<file path="src/rtl/ball_collision_detect.sv">
`default_nettype none
// ============================================================================
//  Module   : ball_collision_detect
//  Purpose  : Pixel-coincidence collision detector for the ball game. It
//             watches per-pixel draw requests during a frame, latches sticky
//             hit flags, and on the frame boundary reports at most one ball
//             hit (shot vs. ball) plus a player hit as one-cycle pulses. It
//             also keeps a player invulnerability counter and a saturating
//             count of reported ball hits.
//  Ports    :
//    clk             in   pixel clock, rising edge
//    resetN          in   asynchronous active-low reset
//    startOfFrame    in   one-cycle frame-boundary pulse (REPORT event)
//    gameActive      in   enables detection and reporting
//    hugeBallRequest in   huge ball pixel drawing
//    bigBall1Request in   big ball 1 pixel drawing
//    bigBall2Request in   big ball 2 pixel drawing
//    ballRequest     in   OR of all ball requests
//    shotRequest     in   shot (rope) pixel drawing
//    playerRequest   in   player pixel drawing
//    hugeBallHit     out  pulse: shot hit huge ball last frame
//    bigBall1Hit     out  pulse: shot hit big ball 1 last frame
//    bigBall2Hit     out  pulse: shot hit big ball 2 last frame
//    shotConsumed    out  pulse with any ball hit pulse
//    playerHit       out  pulse: player touched a ball last frame
//    invulnerable    out  high while invulnerability counter nonzero
//    hitCount[7:0]   out  reported ball hits since reset, saturating
//  Revision : 1.0 - initial release
// ============================================================================
module ball_collision_detect #(
    parameter int INVULN_FRAMES = 60
) (
    input  logic       clk,
    input  logic       resetN,
    input  logic       startOfFrame,
    input  logic       gameActive,
    input  logic       hugeBallRequest,
    input  logic       bigBall1Request,
    input  logic       bigBall2Request,
    input  logic       ballRequest,
    input  logic       shotRequest,
    input  logic       playerRequest,
    output logic       hugeBallHit,
    output logic       bigBall1Hit,
    output logic       bigBall2Hit,
    output logic       shotConsumed,
    output logic       playerHit,
    output logic       invulnerable,
    output logic [7:0] hitCount
);

    localparam logic [7:0] c_INVULN_LOAD = 8'(INVULN_FRAMES);
    localparam logic [7:0] c_COUNT_MAX   = 8'hFF;

    // Sticky per-frame flags
    logic fHuge_q, fHuge_d;
    logic fBig1_q, fBig1_d;
    logic fBig2_q, fBig2_d;
    logic fPlayer_q, fPlayer_d;

    // Registered outputs
    logic       hugeHit_q, hugeHit_d;
    logic       big1Hit_q, big1Hit_d;
    logic       big2Hit_q, big2Hit_d;
    logic       consumed_q, consumed_d;
    logic       playerHit_q, playerHit_d;
    logic       invuln_q, invuln_d;
    logic [7:0] invCnt_q, invCnt_d;
    logic [7:0] hitCnt_q, hitCnt_d;

    // Same-cycle coincidences; the player test is masked while invulnerable
    logic w_cHuge, w_cBig1, w_cBig2, w_cPlayer;
    // Reporting decisions for this REPORT edge
    logic w_report, w_repHuge, w_repBig1, w_repBig2, w_repBall, w_repPlayer;

    assign w_cHuge   = gameActive & shotRequest & hugeBallRequest;
    assign w_cBig1   = gameActive & shotRequest & bigBall1Request;
    assign w_cBig2   = gameActive & shotRequest & bigBall2Request;
    assign w_cPlayer = gameActive & ~invuln_q & playerRequest & ballRequest;

    // Reporting only happens when the game is running; an inactive frame
    // boundary still clears the flags (see flag next-state below).
    assign w_report    = startOfFrame & gameActive;
    // One ball hit per frame, same priority as drawing: big1 > big2 > huge
    assign w_repBig1   = w_report & fBig1_q;
    assign w_repBig2   = w_report & fBig2_q & ~fBig1_q;
    assign w_repHuge   = w_report & fHuge_q & ~fBig1_q & ~fBig2_q;
    assign w_repBall   = w_repBig1 | w_repBig2 | w_repHuge;
    assign w_repPlayer = w_report & fPlayer_q;

    always_comb begin
        // On the frame boundary the old flags are dropped and only the
        // coincidence in the boundary cycle itself seeds the new frame.
        if (startOfFrame) begin
            fHuge_d   = w_cHuge;
            fBig1_d   = w_cBig1;
            fBig2_d   = w_cBig2;
            fPlayer_d = w_cPlayer;
        end else begin
            fHuge_d   = fHuge_q   | w_cHuge;
            fBig1_d   = fBig1_q   | w_cBig1;
            fBig2_d   = fBig2_q   | w_cBig2;
            fPlayer_d = fPlayer_q | w_cPlayer;
        end

        hugeHit_d   = w_repHuge;
        big1Hit_d   = w_repBig1;
        big2Hit_d   = w_repBig2;
        consumed_d  = w_repBall;
        playerHit_d = w_repPlayer;

        invCnt_d = invCnt_q;
        if (w_repPlayer) begin
            invCnt_d = c_INVULN_LOAD;
        end else if (w_report && (invCnt_q != 8'd0)) begin
            invCnt_d = invCnt_q - 8'd1;
        end
        invuln_d = (invCnt_d != 8'd0);

        hitCnt_d = hitCnt_q;
        if (w_repBall && (hitCnt_q != c_COUNT_MAX)) begin
            hitCnt_d = hitCnt_q + 8'd1;
        end
    end

    always_ff @(posedge clk or negedge resetN) begin
        if (!resetN) begin
            fHuge_q     <= 1'b0;
            fBig1_q     <= 1'b0;
            fBig2_q     <= 1'b0;
            fPlayer_q   <= 1'b0;
            hugeHit_q   <= 1'b0;
            big1Hit_q   <= 1'b0;
            big2Hit_q   <= 1'b0;
            consumed_q  <= 1'b0;
            playerHit_q <= 1'b0;
            invuln_q    <= 1'b0;
            invCnt_q    <= 8'd0;
            hitCnt_q    <= 8'd0;
        end else begin
            fHuge_q     <= fHuge_d;
            fBig1_q     <= fBig1_d;
            fBig2_q     <= fBig2_d;
            fPlayer_q   <= fPlayer_d;
            hugeHit_q   <= hugeHit_d;
            big1Hit_q   <= big1Hit_d;
            big2Hit_q   <= big2Hit_d;
            consumed_q  <= consumed_d;
            playerHit_q <= playerHit_d;
            invuln_q    <= invuln_d;
            invCnt_q    <= invCnt_d;
            hitCnt_q    <= hitCnt_d;
        end
    end

    assign hugeBallHit  = hugeHit_q;
    assign bigBall1Hit  = big1Hit_q;
    assign bigBall2Hit  = big2Hit_q;
    assign shotConsumed = consumed_q;
    assign playerHit    = playerHit_q;
    assign invulnerable = invuln_q;
    assign hitCount     = hitCnt_q;

endmodule
`default_nettype wire
</file>
<file path="config.mk">
export PLATFORM = sky130hd
export DESIGN_NAME = ball_collision_detect
export DESIGN_NICKNAME = d
export VERILOG_FILES = /design/src/rtl/ball_collision_detect.sv
export SDC_FILE = /design/constraint.sdc
export NUM_CORES = 1
export LEC_CHECK = 0
export CAP_MARGIN = 20
export CELL_PAD_IN_SITES_DETAIL_PLACEMENT = 1
export CELL_PAD_IN_SITES_GLOBAL_PLACEMENT = 2
export CORE_MARGIN = 4
export CORE_UTILIZATION = 32
export DETAILED_ROUTE_END_ITERATION = 10
export GPL_TIMING_DRIVEN = 1
export PLACE_DENSITY = 0.81
export SKIP_LAST_GASP = 1
export SLEW_MARGIN = 20
export SYNTH_ARGS = -nofsm -noshare
export SYNTH_HDL_FRONTEND = slang
export SYNTH_SLANG_ARGS = --single-unit
</file>
<file path="constraint.sdc">
create_clock -name clk -period 2.9 [get_ports clk]
set_input_delay 0.725 -clock clk [delete_from_list [all_inputs] [get_ports clk]]
set_output_delay 0.725 -clock clk [all_outputs]
set_load 0.02 [all_outputs]
</file>
== Yosys cells after proc, flatten, opt, wreduce, memory -nomap -nowiden ==
Index checks and enable logic that the tools add are counted.

* Flip-flop bits (word level): 26
* Input bits: 10
* Output and inout port bits: 14
* Logic and storage cells: 49

* Add/sub/neg operators: 2
* Equal/unequal tests: 1
* Multiplexer cells: 6
* Bitwise logic cells: 24
* Reductions and logical operators: 4

{| class="wikitable"
|+ Operators by type and width
! cell !! number
|-
| 8-bit 2-to-1 mux || 2
|-
| 8-bit nonzero test || 2
|-
| 1-bit AND || 15
|-
| 8-bit by 1-bit adder with 8-bit output (second input constant) || 1
|-
| 8-bit inequality test (second input constant) || 1
|-
| 8-bit by 1-bit subtractor with 8-bit output (second input constant) || 1
|-
| 1-bit bitwise OR || 6
|-
| 1-bit 2-to-1 mux || 4
|-
| 1-bit inverter || 3
|-
| 1-bit logical AND || 2
|}

== Depth between registers and ports, before layout ==
* Depth in word-level cells: 6
* Gate-level depth with buffers: 7

== Worst setup path after synthesis ==
No wires, ideal clock.

* Kind: register -> register
* Start point: register invCnt_q[0]
* End point: register invuln_q, in the netlist invulnerable
* Setup time: 0.136 ns
* Arrival time: 2.051 ns
* Required time: 2.764 ns
* Path slack: 0.712 ns
* Cell stages (with the launch flop): 8
* Path buffers: 0
* Clock period less this slack: 2.188 ns
* Cells stage by stage: dfrtp_1 > inv_1 > ha_1 > or3b_4 > o311a_1 > a221o_1 > nor4_1 > nand4b_1

* Cells in the longest elaborated chain, start to end: 5

{| class="wikitable"
|+ Ends and longest elaborated chain
! what !! RTL line !! source
|-
| start, declared || 68 || <nowiki>logic [7:0] invCnt_q, invCnt_d;</nowiki>
|-
| start signal, assigned || 151 || <nowiki>invCnt_q <= invCnt_d;</nowiki>
|-
| parallel branches: the longest is 2 deep, another holds 8-bit by 1-bit subtractor with 8-bit output || n/a ||
|-
| 8-bit 2-to-1 mux * || 115 || <nowiki>end else if (w_report && (invCnt_q != 8'd0)) begin</nowiki>
|-
| 8-bit 2-to-1 mux * || 113 || <nowiki>if (w_repPlayer) begin</nowiki>
|-
| net invCnt_d[6] || 68 ||
|-
| 8-bit nonzero test * || 118 || <nowiki>invuln_d = (invCnt_d != 8'd0);</nowiki>
|-
| net invuln_d || 67 || <nowiki>logic invuln_q, invuln_d;</nowiki>
|-
| end signal, assigned || 150 || <nowiki>invuln_q <= invuln_d;</nowiki>
|-
| end, declared || 67 ||
|}

Mark *: on every way through the listed nets, which the timed path passes.
A chain may end at the register's enable or synchronous reset.

== Worst setup path in the final report ==
Ends and elaborated chain as after synthesis.

==> run summary <==
Worst Tran Pin Value = 0.700 ns
CP bufs+invs = 1
Post-Route Skew = 0.00164 ns
post-synthesis cell type with the largest combined area = dfrtp_1
gpl congestion = 0.802
aggregate global routing overflow = 0
synthesized instance count = 115
filler cell count = 438
Crit. End Element = register
total power density per cell area = 763 nW/um2
Hold Crit Start = fBig2_q
crit-path max FO = 6
Nets = 156
CTS Hold Bufs = 0
Reg area = 651 um2
CTS tree = yes
initial antenna violation count = 0
chip width = 70.0 um
postcts setup bufs = 0
RSZ-0062 raised after global routing = no
final core utilization = 43.0%
vias = 981
core area = 3690 um2
post-synthesis sequential area ratio = 53.0%
CP startpoint = invCnt_q[0]
max-slew violations = 0
Worst Hold Class = register to register
top cell types by occurrence after synthesis = dfrtp_1 (26), inv_1 (8), nor2_1 (8)
most common cell in the netlist = dfrtp_1
die height = 70.0 um
Initial Util = 33.3%
flop2flop setup slack = 0.52 ns
root buf cell = clkbuf_8
Setup TNS = 0 ns
final hold vios = 0
# IOs = 24
share of synthesized registers carrying an async set or reset = 100%
final setup violation count = 0
status = finished, final reports clean
number of global-route vias before repair = 1050
Vias/cell = 5.16
worst-skew pair later-pin latency = 0.27 ns
multi-input logic area = 522 um2
Num CTS Buffers = 3
1st-iter DRT viols = 38
R2R Path Start = invCnt_q[0]
EDFF count, synth = 0
fmax = 0.419 GHz
Warnings, synthesis = 0
wire per inst = 14.9 um
diodes inserted = 0
area share of the largest cell type after synthesis = 53.0%
crit path cell chain = inv_1 -> ha_1 -> nor4b_1 -> and2_1 -> o221ai_1 -> nor4_1 -> nand4b_1
MaxCap Viol Count = 0
CP Class = register to register
DRC = 0
CP Launch Type = register
Final min period = 2.38 ns
Synth cell types = 37
die area = 4900 um2
mapped cell area = 1230 um2
Critical Path AT = 2.53 ns
top_reg_cell synth = dfrtp_1
Post-CTS Resized = 0
Slowest Stage Delay on Critical Path = 0.60 ns
Tcrit/Tclk final = 82.2%
CTS clock-pin slew for the worst setup and hold paths = 0.08 ns
Area Growth Syn to Fin = 29.0%
syn_area_per_cell = 10.7 um2
row cnt = 22
Clock Path Buffers = 2
Leak = 0.000680 uW
final wirelength = 2.83 mm
CP top delay family = simple AND/OR/NAND/NOR gates
Global Route Usage Sum = 12.8%
Pre-antenna DRT Iters = 4
synth top area cells = dfrtp_1 (53%), ha_1 (3.1%), xnor2_1 (2.9%)
I/O Buffers = 23
post-route worst setup slack = 0.515 ns
synthesized flop and latch total = 26
first-pass GRT wire length = 5.13 mm
required time worst endpoint = 3.04 ns
worst vdd ir = 487 uV
DP Wirelength = 2.24 mm
CTS Sinks = 26
Post-Syn Nets = 128
layout cells sized above 1 = 8.45%
Rel. slew slack = 52.7%
largest net degree at the start of global routing = 27
post-route ant nets = 0
slowest stage cell, crit path = nor4b_1
H-tree depth = 1
Placement Setup Slack = 0.356 ns
[where the power goes]
group          total [uW]  leakage [uW]  internal [uW]  switching (uW)
registers             555      0.000333            444             110
clock network         227     0.0000288            121             106
logic                 427      0.000319            206             220
[layout by cell type, fill, tap and decap left out, types with 4 or more instances in the layout]
cell / instances
dfrtp_1: 26
xnor2_1: 4
nand3_1: 5
nor2_1: 8
clkbuf_8: 4
nor3_1: 4
xor2_1: 4
buf_4: 5
o21ai_0: 5
inv_1: 8
a21oi_1: 4
clkdlybuf4s50_1: 23
nand2_1: 6
[per-stage QoR]
step / total power (uW) / cell area [um2] / cells / hold slack, ns
final: 1210 / 1590 / 190 / 0.478
after global routing: 1300 / 1590 / 190 / 0.523
after CTS: 1220 / 1590 / 190 / 0.474
after detailed placement: 989 / 1530 / 186 / 0.461
after global placement: 970 / 1530 / 186 / 0.444
after floorplan: 821 / 1230 / 115 / 0.429
[path summary, 6_finish.rpt]
check                                     to  depth (start not counted)
max in group asynchronous        hitCount[0]                          2
worst min register to register   hugeBallHit                          1
worst min-delay path             hugeBallHit                          1
min in group asynchronous        invCnt_q[7]                          2
worst max register to register  invulnerable                          7
worst max-delay path            invulnerable                          7
[layer usage]
| layer | wire, um | track usage, % |
|---|---|---|
| met5 | 0 | 0 |
| met4 | 71 | 4.26 |
| met3 | 119 | 4.17 |
| met2 | 1340 | 20.3 |
| met1 | 1300 | 16.4 |
[cell families (layout without fill, tap and decap cells)]
group                    after synthesis  after routing  share of synthesized area [%]
multiplexers                           2              2                           1.73
adder cells (fa/ha/maj)                3              3                           3.06
AND/OR/NAND/NOR                       37             37                           16.3
flip-flops                            26             26                           53.0
AO/OA/AOI/OAI                         26             26                           15.7
XOR/XNOR                               8              8                           5.70
buffers and inverters                 13             40                           4.58
[final cells by class]
| class | count | share of cell area, % |
|---|---|---|
| Multi-Input combinational cell | 76 | 32.9 |
| Inverter | 8 | 1.89 |
| Clock buffer | 4 | 3.47 |
| Sequential cell | 26 | 41.0 |
| Timing Repair Buffer | 28 | 16.9 |
| Tap cell | 48 | 3.79 |
No activity file was read; power rests on OpenSTA's default activity.
